[src/rtl/add_seq_ctrl_if.sv]
// Operand/result handshake bundle for the nibble-serial adder.
// Signal names are seen from the adder side (i_ = into adder).
interface add_seq_ctrl_if #(
    parameter int N_NIB = 4
);
    localparam int W = 4 * N_NIB;

    logic         i_valid;
    logic         o_ready;
    logic [W-1:0] i_a;
    logic [W-1:0] i_b;
    logic         i_cin;
    logic         o_valid;
    logic         i_ready;
    logic [W-1:0] o_sum;
    logic         o_cout;
    logic         o_busy;

    modport slave (
        input  i_valid,
        input  i_a,
        input  i_b,
        input  i_cin,
        input  i_ready,
        output o_ready,
        output o_valid,
        output o_sum,
        output o_cout,
        output o_busy
    );

    modport master (
        output i_valid,
        output i_a,
        output i_b,
        output i_cin,
        output i_ready,
        input  o_ready,
        input  o_valid,
        input  o_sum,
        input  o_cout,
        input  o_busy
    );
endinterface

[src/rtl/add_seq_ctrl.sv]
// Nibble-serial adder: one 4-bit add per clock, carry rippled
// through a register; IDLE -> RUN -> DONE handshake controller.
module add_seq_ctrl #(
    parameter int N_NIB = 4
) (
    input  logic           i_clk,
    input  logic           i_rst,
    add_seq_ctrl_if.slave  bus
);
    localparam int W  = 4 * N_NIB;
    localparam int IW = (N_NIB > 1) ? $clog2(N_NIB) : 1;

    typedef enum logic [1:0] {
        IDLE = 2'd0,
        RUN  = 2'd1,
        DONE = 2'd2
    } state_t;

    state_t        r_state;
    logic [IW-1:0] r_idx;
    logic          r_carry;
    logic [W-1:0]  r_a;
    logic [W-1:0]  r_b;
    logic [W-1:0]  r_sum;
    logic          r_cout;
    logic          r_ready;
    logic          r_busy;
    logic          r_valid;

    logic [IW+1:0] w_base;
    logic [3:0]    w_a_nib;
    logic [3:0]    w_b_nib;
    logic [4:0]    w_nsum;
    logic          w_last;

    assign w_base  = {r_idx, 2'b00};
    assign w_a_nib = r_a[w_base +: 4];
    assign w_b_nib = r_b[w_base +: 4];
    assign w_nsum  = {1'b0, w_a_nib} + {1'b0, w_b_nib} + {4'b0, r_carry};
    assign w_last  = (r_idx == IW'(N_NIB - 1));

    // Status flags are registered copies of the state decode.
    always_ff @(posedge i_clk) begin
        if (i_rst) begin
            r_state <= IDLE;
            r_idx   <= '0;
            r_carry <= 1'b0;
            r_a     <= '0;
            r_b     <= '0;
            r_sum   <= '0;
            r_cout  <= 1'b0;
            r_ready <= 1'b1;
            r_busy  <= 1'b0;
            r_valid <= 1'b0;
        end else begin
            unique case (r_state)
                IDLE: begin
                    if (bus.i_valid && r_ready) begin
                        r_a     <= bus.i_a;
                        r_b     <= bus.i_b;
                        r_carry <= bus.i_cin;
                        r_sum   <= '0;
                        r_cout  <= 1'b0;
                        r_idx   <= '0;
                        r_state <= RUN;
                        r_ready <= 1'b0;
                        r_busy  <= 1'b1;
                    end
                end
                RUN: begin
                    r_sum[w_base +: 4] <= w_nsum[3:0];
                    r_carry            <= w_nsum[4];
                    // Index saturates on the last nibble; no wrap.
                    if (w_last) begin
                        r_cout  <= w_nsum[4];
                        r_state <= DONE;
                        r_busy  <= 1'b0;
                        r_valid <= 1'b1;
                    end else begin
                        r_idx <= r_idx + IW'(1);
                    end
                end
                DONE: begin
                    if (bus.i_ready) begin
                        r_state <= IDLE;
                        r_valid <= 1'b0;
                        r_ready <= 1'b1;
                    end
                end
                default: begin
                    r_state <= IDLE;
                    r_ready <= 1'b1;
                    r_busy  <= 1'b0;
                    r_valid <= 1'b0;
                end
            endcase
        end
    end

    assign bus.o_ready = r_ready;
    assign bus.o_busy  = r_busy;
    assign bus.o_valid = r_valid;
    assign bus.o_sum   = r_sum;
    assign bus.o_cout  = r_cout;
endmodule
[src/flat_wrapper.sv]
// flat-port wrapper written by rule: the top's interface ports become plain ports
module add_seq_ctrl_flat 
#(
    parameter int N_NIB = 4
)
  (i_clk, i_rst, bus_i_valid, bus_i_a, bus_i_b, bus_i_cin, bus_i_ready, bus_o_ready, bus_o_valid, bus_o_sum, bus_o_cout, bus_o_busy);
  add_seq_ctrl_if #(.N_NIB(N_NIB)) bus_i ();
  input  logic i_clk;
  input  logic i_rst;
  input wire logic [$bits(bus_i.i_valid)-1:0] bus_i_valid;
  input wire logic [$bits(bus_i.i_a)-1:0] bus_i_a;
  input wire logic [$bits(bus_i.i_b)-1:0] bus_i_b;
  input wire logic [$bits(bus_i.i_cin)-1:0] bus_i_cin;
  input wire logic [$bits(bus_i.i_ready)-1:0] bus_i_ready;
  output wire logic [$bits(bus_i.o_ready)-1:0] bus_o_ready;
  output wire logic [$bits(bus_i.o_valid)-1:0] bus_o_valid;
  output wire logic [$bits(bus_i.o_sum)-1:0] bus_o_sum;
  output wire logic [$bits(bus_i.o_cout)-1:0] bus_o_cout;
  output wire logic [$bits(bus_i.o_busy)-1:0] bus_o_busy;
  assign bus_i.i_valid = bus_i_valid;
  assign bus_i.i_a = bus_i_a;
  assign bus_i.i_b = bus_i_b;
  assign bus_i.i_cin = bus_i_cin;
  assign bus_i.i_ready = bus_i_ready;
  assign bus_o_ready = bus_i.o_ready;
  assign bus_o_valid = bus_i.o_valid;
  assign bus_o_sum = bus_i.o_sum;
  assign bus_o_cout = bus_i.o_cout;
  assign bus_o_busy = bus_i.o_busy;
  add_seq_ctrl #(.N_NIB(N_NIB)) u_core (.i_clk(i_clk), .i_rst(i_rst), .bus(bus_i));
endmodule
[config.mk]
export PLATFORM = sky130hd
export DESIGN_NAME = add_seq_ctrl_flat
export DESIGN_NICKNAME = d
export VERILOG_FILES = /design/src/rtl/add_seq_ctrl_if.sv /design/src/rtl/add_seq_ctrl.sv /design/src/flat_wrapper.sv
export SDC_FILE = /design/constraint.sdc
export NUM_CORES = 1
export LEC_CHECK = 0
export BUFFER_PORTS_ARGS = -buffer_cell sky130_fd_sc_hd__buf_4
export CELL_PAD_IN_SITES_DETAIL_PLACEMENT = 1
export CELL_PAD_IN_SITES_GLOBAL_PLACEMENT = 1
export CORE_ASPECT_RATIO = 1.4
export CORE_MARGIN = 2
export CORE_UTILIZATION = 39
export CTS_CLUSTER_DIAMETER = 200
export DETAILED_ROUTE_END_ITERATION = 6
export GPL_ROUTABILITY_DRIVEN = 0
export HOLD_SLACK_MARGIN = 0.06
export MAX_ROUTING_LAYER = met4
export PLACE_DENSITY_LB_ADDON = 0.1
export SYNTH_ARGS = -nofsm -noshare
export SYNTH_HDL_FRONTEND = slang
export SYNTH_SLANG_ARGS = --single-unit
[constraint.sdc]
create_clock -name i_clk -period 3.6 [get_ports i_clk]
set_input_delay 0.72 -clock i_clk [delete_from_list [all_inputs] [get_ports i_clk]]
set_output_delay 0.72 -clock i_clk [all_outputs]
set_load 0.005 [all_outputs]
==> results.txt <==
----------------------------------------------------
[Clocking]
  Hold Buf Count CTS ... 0
  Maximum buffer depth of the clock tree ... 2
  CTS root buffer ... clkbuf_8
  Inserted Clock Buffers ... 9
  Number of setup buffers added after CTS ... 0
  CTS tree ... done
  Clock slew seen by the registers of the worst setup and hold paths ... 0.07 ns
  Number of sinks on the clock net ... 57
  CTS-repair resized insts ... 0
  Count of H-tree levels built during CTS ... 3
  Clock latency of the later-clocked register in the worst-skew pair ... 0.34 ns

[Critical path]
  Max stage delay on crit path ... 0.61 ns
  Capturing element type of the critical path ... flop
  Crit-path max FO ... 11
  Slowest cell on the critical path ... dfxtp_1
  Critical path startpoint category ... flop
  Worst Path Required ... 3.80 ns
  Critical path class ... flop to flop
  Worst-path cell chain ... mux4_2 -> fa_1 -> fa_1 -> a21oi_1 -> nor2b_1 -> o21ai_0 -> a211oi_1
  Critical Path AT ... 2.85 ns
  Cell seen most often among critical-path stages ... fa_1

[Yosys]
  Area fraction of the dominant cell type after synthesis ... 46.11%
  Seq/Total Area, Yosys ... 46.11%
  EDFF count, synth ... 0
  Number of distinct library cells after synthesis ... 36
  Post-Syn Instances ... 280
  Average cell area after synthesis ... 8.839 µm²
  Flop and latch count out of synthesis ... 57
  Number of warnings issued by yosys ... 0
  Post-synth ARST share ... 0%
  Largest cells by area after synthesis ... dfxtp_1 46%, nand2_1 11%, a21oi_1 7.9%
  Net Count, Synth ... 326
  Most used flip-flop cell after synthesis ... dfxtp_1
  Post-synthesis cell type with the largest combined area ... dfxtp_1
  Area of the mapped netlist ... 0.002475 mm²

[Pwr]
  Final Power ... 1.523 mW
  Static leakage ... 1.292 nW
  Power density normalized to cell area ... 483.9 mW/mm²
  Worst vdd rail ir drop ... 0.0002600 V

[Die]
  Die footprint ... 0.007008 mm²
  Initial standard-cell utilization of the core ... 40.12%
  Count of pins on the block boundary ... 57
  Core Region ... 0.006168 mm²
  Row cnt ... 34
  Horizontal die dimension ... 71.33 µm
  Vert. Die Dim ... 98.26 µm

[Global routing]
  Total global routing track utilization ... 19.46%
  Largest net degree at the start of global routing ... 58
  Number of global-route vias before repair ... 2,203
  Wire length of the first global-routing pass ... 10,420 µm
  Overflow left after global routing ... 0
  Initial antenna violation count ... 0

[Routing]
  DR WL/cell ... 14.77 µm
  Ratio of routed vias to standard cells ... 5.288
  Detailed Routing Iterations Pass 1 ... 4
  Count of vias placed by the detailed router ... 2,168
  Detailed-route DRC error count ... 0
  Final routed wirelength across all metal layers ... 6054 µm
  Drt first-iter violations ... 76
  Count of antenna-violating nets left after detailed routing ... 0

[Cells and area]
  Share of the core filled with cells in the final layout ... 51.01%
  Leading cell type in the layout, fill and taps excluded ... nand2_1
  Most frequent cells in the layout ... 75 x nand2_1, 59 x buf_4, 57 x dfxtp_1
  Growth of design area from synthesis to finish ... 27.15%
  Number of nets in the final layout ... 379
  Antenna fix cells ... 0
  Number of standard cells in the layout, taps in and fillers out ... 410
  Ratio of cells with drive above 1 in the final layout ... 25.74%

[Timing]
  Final Slew Violations ... 0
  Worst hold slack after final layout ... 0.4566 ns
  Fin Setup TNS ... 0 ns
  Setup repair after global routing missed its margin ... false
  Slew at the pin closest to its max-slew limit ... 0.5713 ns
  Final count of negative-setup-slack endpoints ... 0
  Worst setup skew after layout ... 0.009096 ns
  Time the worst path needs with I/O delays and setup ... 2.654 ns
  Number of failing hold endpoints at the final stage ... 0
  Normalized max-slew margin ... 61.91%
  Maximum frequency from static timing analysis ... 376.8 MHz
  Final period utilization ... 73.72%

[Placement]
  Number of placed instances, taps included ... 394
  HPWL after detailed placement ... 4205 µm
  Number of I/O port buffers ... 56

[Run]
  Number of max-cap violations ... 0

[Min path]
  Type of the tightest min-delay check ... flop to flop

[Status]
  Run status ... finished, final reports clean

----------------------------------------------------
## metrics by stage
stage / worst slack (ns) / area (µm²)
after detailed placement: 0.9503 / 2932
after CTS: 0.9458 / 3147
after global routing: 0.7739 / 3147
after floorplan: 0.9532 / 2475
final: 0.9460 / 3147
after global placement: 1.041 / 2932
## final cells by class
type                    count  area [µm²]
clock inverters             4       50.05
multi-input cells         202        1242
clock buffers              12       165.2
well taps                  72       90.09
inverters                   4       15.01
flip-flops and latches     57        1141
fillers                   753        3022
repair buffers             59       442.9
## critical path: cells and delay by family (launching register included)
kind	cells	cell delay, ns
mux	1	0.40
compound gates	3	0.56
flops	1	0.61
simple gates	1	0.06
fa+ha+maj	2	0.88
## report_power, final
part | internal [mW] | switching, mW | total (mW)
Clock | 0.375 | 0.255 | 0.629
Combinational | 0.0951 | 0.111 | 0.206
Sequential | 0.663 | 0.0241 | 0.687
Total | 1.13 | 0.390 | 1.52
## sequential cells by signal, summed over array words and instances (netlist names)
signal and count:
u_core.bus.o_ready 1, u_core.bus.o_valid 1, u_core.bus.o_cout 1, u_core.r_b 16, u_core.r_state 2, u_core.bus.o_sum 16, u_core.bus.o_busy 1, u_core.r_carry 1
u_core.r_idx 2, u_core.r_a 16
## Yosys cell counts, drive strengths merged (2+ instances only)
master,instances
nor2,23
a21oi,39
nor2b,2
ha,7
mux4,8
a32oi,4
dfxtp,57
a21o,6
clkbuf,7
inv,4
fa,2
and4bb,2
nand2b,2
nand2,75
a22oi,12
buf,10
nor3,2
## cell families after synthesis
group / synth area share, %
flops: 46.11
buf+inv: 3.691
fa+ha+maj: 5.157
xor+xnor: 0.3540
mux: 7.280
compound gates: 16.84
simple gates: 20.58
## metal layers
metal	track usage, %	vias up	wire (µm)	share of wire (%)
li1	-	1075	-	-
met1	22.50	1031	2592	43
met2	31.70	50	3063	51
met3	3.612	12	243	4.0
met4	10.01	0	155	2.6
met5	-	-	0	0
## worst paths after layout
kind | startpoint | cells after the start | to | slack, ns
worst max-delay path | u_core.r_idx[1] | 7 | u_core.bus.o_cout | 0.95
worst min-delay path | u_core.r_b[6] | 2 | u_core.r_b[6] | 0.46
worst max register to register | u_core.r_idx[1] | 7 | u_core.bus.o_cout | 0.95
worst min register to register | u_core.r_b[6] | 2 | u_core.r_b[6] | 0.46
Power figures use the tool's default switching activity.
